--- src/rtl/result_fifo_if.sv ---
// result_fifo_if: push/pop/status bundle between the ALU datapath, the CSR unit and the result FIFO
interface result_fifo_if #(
  parameter int DATA_WIDTH   = 25,
  parameter int STATUS_WIDTH = 25
);
  logic                    w_en;
  logic [DATA_WIDTH-1:0]   w_data;
  logic                    r_en;
  logic                    clr_status;
  logic [DATA_WIDTH-1:0]   rd_data;
  logic [STATUS_WIDTH-1:0] status;
  logic                    empty;
  logic                    full;
  modport master (output w_en, w_data, r_en, clr_status, input rd_data, status, empty, full);
  modport slave  (input w_en, w_data, r_en, clr_status, output rd_data, status, empty, full);
endinterface

--- src/rtl/result_fifo.sv ---
// result_fifo: circular result buffer with registered head word and sticky status; RESULT_FIFO_DROP_CNT_EN enables the drop counter
module result_fifo #(
  parameter int DATA_WIDTH   = 25,
  parameter int DEPTH        = 8,
  parameter int STATUS_WIDTH = 25
) (
  input logic         clk,
  input logic         rst_n,
  result_fifo_if.slave bus
);
  localparam int AW = $clog2(DEPTH);
  localparam int PW = AW + 1;
  logic [DATA_WIDTH-1:0] mem [DEPTH];
  logic [PW-1:0] wr_ptr, rd_ptr, wr_nxt, rd_nxt, cnt_nxt;
  logic          ovf, udf, ovf_nxt, udf_nxt;
  logic          do_push, do_pop, ovf_ev, udf_ev, empty_nxt, full_nxt;
  logic [7:0]    drop_nxt;
  logic [18:0]   st_nxt;
  // Accept/reject decisions and the post-edge view of every status field
  always_comb begin
    do_pop    = bus.r_en & ~bus.empty;
    do_push   = bus.w_en & (~bus.full | do_pop);
    ovf_ev    = bus.w_en & ~do_push;
    udf_ev    = bus.r_en & bus.empty;
    wr_nxt    = wr_ptr + PW'(do_push);
    rd_nxt    = rd_ptr + PW'(do_pop);
    cnt_nxt   = wr_nxt - rd_nxt;
    ovf_nxt   = ovf_ev | (ovf & ~bus.clr_status);
    udf_nxt   = udf_ev | (udf & ~bus.clr_status);
    empty_nxt = cnt_nxt == '0;
    full_nxt  = cnt_nxt == PW'(DEPTH);
    st_nxt    = {drop_nxt, udf_nxt, ovf_nxt, full_nxt, empty_nxt, 7'(cnt_nxt)};
  end
`ifdef RESULT_FIFO_DROP_CNT_EN
  logic [7:0] drop;
  // Saturating count of dropped pushes; a drop in the clearing cycle still counts
  always_ff @(posedge clk or negedge rst_n) begin
    if (!rst_n) drop <= '0;
    else drop <= drop_nxt;
  end
  assign drop_nxt = bus.clr_status ? {7'd0, ovf_ev} : drop + 8'(ovf_ev && drop != 8'hff);
`else
  assign drop_nxt = '0;
`endif
  // Storage array is write-only on push; never reset since pops cannot reach unwritten slots
  always_ff @(posedge clk) begin
    if (do_push) mem[wr_ptr[AW-1:0]] <= bus.w_data;
  end
  // Pointers, sticky flags and registered outputs
  always_ff @(posedge clk or negedge rst_n) begin
    if (!rst_n) begin
      wr_ptr      <= '0;
      rd_ptr      <= '0;
      ovf         <= 1'b0;
      udf         <= 1'b0;
      bus.rd_data <= '0;
      bus.empty   <= 1'b1;
      bus.full    <= 1'b0;
      bus.status  <= STATUS_WIDTH'(19'h80);
    end else begin
      wr_ptr     <= wr_nxt;
      rd_ptr     <= rd_nxt;
      ovf        <= ovf_nxt;
      udf        <= udf_nxt;
      bus.empty  <= empty_nxt;
      bus.full   <= full_nxt;
      bus.status <= STATUS_WIDTH'(st_nxt);
      if (do_pop) bus.rd_data <= mem[rd_ptr[AW-1:0]];
    end
  end
endmodule

--- src/flat_wrapper.sv ---
// flat-port wrapper written by rule: the top's interface ports become plain ports
module result_fifo_flat 
#(
  parameter int DATA_WIDTH   = 25,
  parameter int DEPTH        = 8,
  parameter int STATUS_WIDTH = 25
)
  (clk, rst_n, bus_w_en, bus_w_data, bus_r_en, bus_clr_status, bus_rd_data, bus_status, bus_empty, bus_full);
  result_fifo_if #(.DATA_WIDTH(DATA_WIDTH), .STATUS_WIDTH(STATUS_WIDTH)) bus_i ();
  input logic clk;
  input logic rst_n;
  input wire logic [$bits(bus_i.w_en)-1:0] bus_w_en;
  input wire logic [$bits(bus_i.w_data)-1:0] bus_w_data;
  input wire logic [$bits(bus_i.r_en)-1:0] bus_r_en;
  input wire logic [$bits(bus_i.clr_status)-1:0] bus_clr_status;
  output wire logic [$bits(bus_i.rd_data)-1:0] bus_rd_data;
  output wire logic [$bits(bus_i.status)-1:0] bus_status;
  output wire logic [$bits(bus_i.empty)-1:0] bus_empty;
  output wire logic [$bits(bus_i.full)-1:0] bus_full;
  assign bus_i.w_en = bus_w_en;
  assign bus_i.w_data = bus_w_data;
  assign bus_i.r_en = bus_r_en;
  assign bus_i.clr_status = bus_clr_status;
  assign bus_rd_data = bus_i.rd_data;
  assign bus_status = bus_i.status;
  assign bus_empty = bus_i.empty;
  assign bus_full = bus_i.full;
  result_fifo #(.DATA_WIDTH(DATA_WIDTH), .DEPTH(DEPTH), .STATUS_WIDTH(STATUS_WIDTH)) u_core (.clk(clk), .rst_n(rst_n), .bus(bus_i));
endmodule
--- config.mk ---
export PLATFORM = sky130hd
export DESIGN_NAME = result_fifo_flat
export DESIGN_NICKNAME = d
export VERILOG_FILES = /design/src/rtl/result_fifo_if.sv /design/src/rtl/result_fifo.sv /design/src/flat_wrapper.sv
export SDC_FILE = /design/constraint.sdc
export NUM_CORES = 1
export LEC_CHECK = 0
export BUFFER_PORTS_ARGS = -buffer_cell sky130_fd_sc_hd__buf_2
export CAP_MARGIN = 5
export CORE_MARGIN = 2
export CORE_UTILIZATION = 51
export CTS_CLUSTER_DIAMETER = 200
export DETAILED_ROUTE_END_ITERATION = 16
export PLACE_DENSITY = 0.69
export RECOVER_POWER = 100
export SLEW_MARGIN = 20
export SYNTH_ARGS = -nofsm -noshare
export SYNTH_HDL_FRONTEND = slang
export SYNTH_SLANG_ARGS = --single-unit
--- constraint.sdc ---
create_clock -name clk -period 4.3 [get_ports clk]
set_input_delay 0.43 -clock clk [delete_from_list [all_inputs] [get_ports clk]]
set_output_delay 0.43 -clock clk [all_outputs]
set_load 0.01 [all_outputs]
==> results.ini <==
[critical_path]
critPathMaxFanout=28
critPathKind=register to register
worstSetupEndpointType=register
worstPathRequired_ns=4.70
arrival_ns=3.74
path_common_cell=ha_1
setup.worst_path.start_class=register
path_cells=nand2b_1 > buf_4 > inv_1 > buf_4 > ha_1 > ha_1 > inv_1 > ha_1 > a21o_1 > a21oi_1 > xor3_2 > nor4_1
cp_slowest_cell=dfstp_1
max_stage_delay_ns=0.56

[detailed_routing]
drt_iter0_markers=388
drt_first_pass_iters=4
routed_wl_um=18000
ant_nets=0
remaining_drc_errors=0
viasPerCell=5.58
vias=4702
routedWlPerCell_um=21.3

[sta]
tightest_slew_ns=2.41
grt_setup_unrepaired=false
skew_ns=0.00836
fmax_mhz=299
tns_ns=0
finalSetupViolCount=0
whs_ns=0.144
hold_viol=0
fin_crit_sh_pct=77.7
relSlewSlack_pct=-61.0
final-max-slew-violation-count=146
min_period_ns=3.34
layout_setup_ws_ns=0.959

[yosys]
synth_seq_area_share_pct=75.0
synth_area_per_cell_um2=18.3
ys_ff_latch=241
yosysWarnings=0
synth.distinct_cells=34
synth_cells=514
syn-cell-area_mm2=0.00938

[cells_and_area]
final_cells=842
final_cell_mix=edfxtp_1, clkbuf_1, mux2_2
final_common_cell=edfxtp_1
multi_input_area_mm2=0.00206
antenna_cells=0
drive_above_1_share_pct=20.7
register_area_mm2=0.00703
area_growth_pct=12.4
n_fill_cell=1353
fin_nets=633

[placed_design]
dp.cells=796
pre_cts_ws_ns=1.03
gp_congestion=0.761
portBuffers=64
post-dp-hpwl_um=10400

[run_status]
status=complete, but fails checks
violations=max-capacitance violations, max-slew violations

[global_route]
grt_max_degree=42
antenna_found_initial=0
grt_pass1_wl_um=28400
gr-total-overflow=0
first_global_vias=5014
grt_usage_pct=18.9

[worst_hold_path]
hp-class=input pin to register

[floorplan]
die_area_mm2=0.0195
coreArea_mm2=0.0180
io_pins=82
fp.dieW_um=140
fp-row-count=49
initial_core_util_pct=52.0
die_y_um=140

[pwr]
totalPowerFinal_uw=7190
p_per_area_mw_per_mm2=682
vdd_drop_max_mv=0.362
cellLeakagePower_uw=0.00361

[cts]
clk_latency_ns=0.51
cts_tree=built
cts.path.max_buffers=3
clockRootBuffer=clkbuf_16
clk_pin_slew_ns=0.06
numCtsBuffers=25
htreeDepth=1
post-cts-setup-buffers=0
cts.sinks=241

[run]
maxCapViolCount=5

## logic make-up after synthesis
logic type	synth area share, %
AO/OA/AOI/OAI	3.99
XOR/XNOR	0.894
adder cells (fa/ha/maj)	1.15
buffers and inverters	3.60
flip-flops	75.0
multiplexers	12.0
other	0.0400
AND/OR/NAND/NOR	3.36
## synth_stat cells, drive strengths merged
| master | instances | area [um^2] |
|---|---|---|
| a21boi | 1 | 7.51 |
| a21o | 1 | 7.51 |
| a21oi | 1 | 5.00 |
| and4 | 1 | 8.76 |
| buf | 37 | 267 |
| clkbuf | 8 | 30.0 |
| conb | 1 | 3.75 |
| dfrtp | 40 | 1000 |
| dfstp | 1 | 26.3 |
| edfxtp | 200 | 6010 |
| fa | 1 | 20.0 |
| ha | 7 | 87.6 |
| inv | 11 | 41.3 |
| mux2 | 50 | 563 |
| mux4 | 25 | 563 |
| nand2 | 29 | 109 |
| nand2b | 4 | 25.0 |
| nand3 | 3 | 32.5 |
| nor2 | 31 | 116 |
| nor3 | 2 | 10.0 |
| nor4 | 1 | 6.26 |
| o21ai | 27 | 135 |
| o221ai | 25 | 219 |
| or2b | 1 | 7.51 |
| xnor2 | 3 | 41.3 |
| xor2 | 2 | 17.5 |
| xor3 | 1 | 25.0 |
## area by class of cell
class                           count  area share [%]
Sequential cell                   241            66.7
Multi-Input combinational cell    233            19.6
Clock buffer                       40            7.05
Timing Repair Buffer               83            3.35
Tap cell                          229            2.72
Inverter                           11           0.392
Clock inverter                      5           0.225
## per-layer routing
metal / track usage (%) / part of all wire (%) / up-vias
li1: - / - / 2115
met1: 26.4 / 43 / 2419
met2: 31.7 / 49 / 148
met3: 2.65 / 6.8 / 20
met4: 5.11 / 1.3 / 0
met5: 0 / 0 / -
## repair_timing
item,CTS,global route
gates resized for setup,0,0
hold endpoints to repair,0,40
hold buffers,0,1
## path summary, 6_finish.rpt
kind	startpoint	to	slack, ns	cells after the start
min	bus_clr_status	u_core.bus.status[9]	0.14	2
min reg2reg	u_core.bus.rd_data[3]	u_core.bus.rd_data[3]	0.48	2
max	u_core.bus.status[7]	u_core.bus.status[7]	0.96	12
max reg2reg	u_core.bus.status[7]	u_core.bus.status[7]	0.96	12
min in group asynchronous	rst_n	u_core.bus.rd_data[22]	1.21	2
max in group asynchronous	rst_n	u_core.rd_ptr[0]	1.54	2
## metrics by stage
stage / util [%] / area (um^2)
after floorplan: - / 9440
after global placement: 55.0 / 9920
after detailed placement: 55.0 / 9920
after CTS: 59.3 / 10700
after global routing: 58.5 / 10500
final: 58.5 / 10500
## critical path, delay by kind of cell, from the launching register on
family,cells,cell delay (ns)
adder cells (fa/ha/maj),3,0.94
XOR/XNOR,1,0.30
AO/OA/AOI/OAI,2,0.32
flip-flops,1,0.56
buffers and inverters,4,0.75
AND/OR/NAND/NOR,2,0.34
## state kept, by name, indices dropped and copies added, names as in the netlist
signal	flops
u_core.mem	200
u_core.rd_ptr	4
u_core.wr_ptr	4
u_core.bus.rd_data	25
u_core.bus.status	8
## power by group
part / internal (uW) / switching (uW)
clock: 1180 / 812
sequential: 3020 / 286
combinational: 836 / 1060
Power figures use the tool's default switching activity.
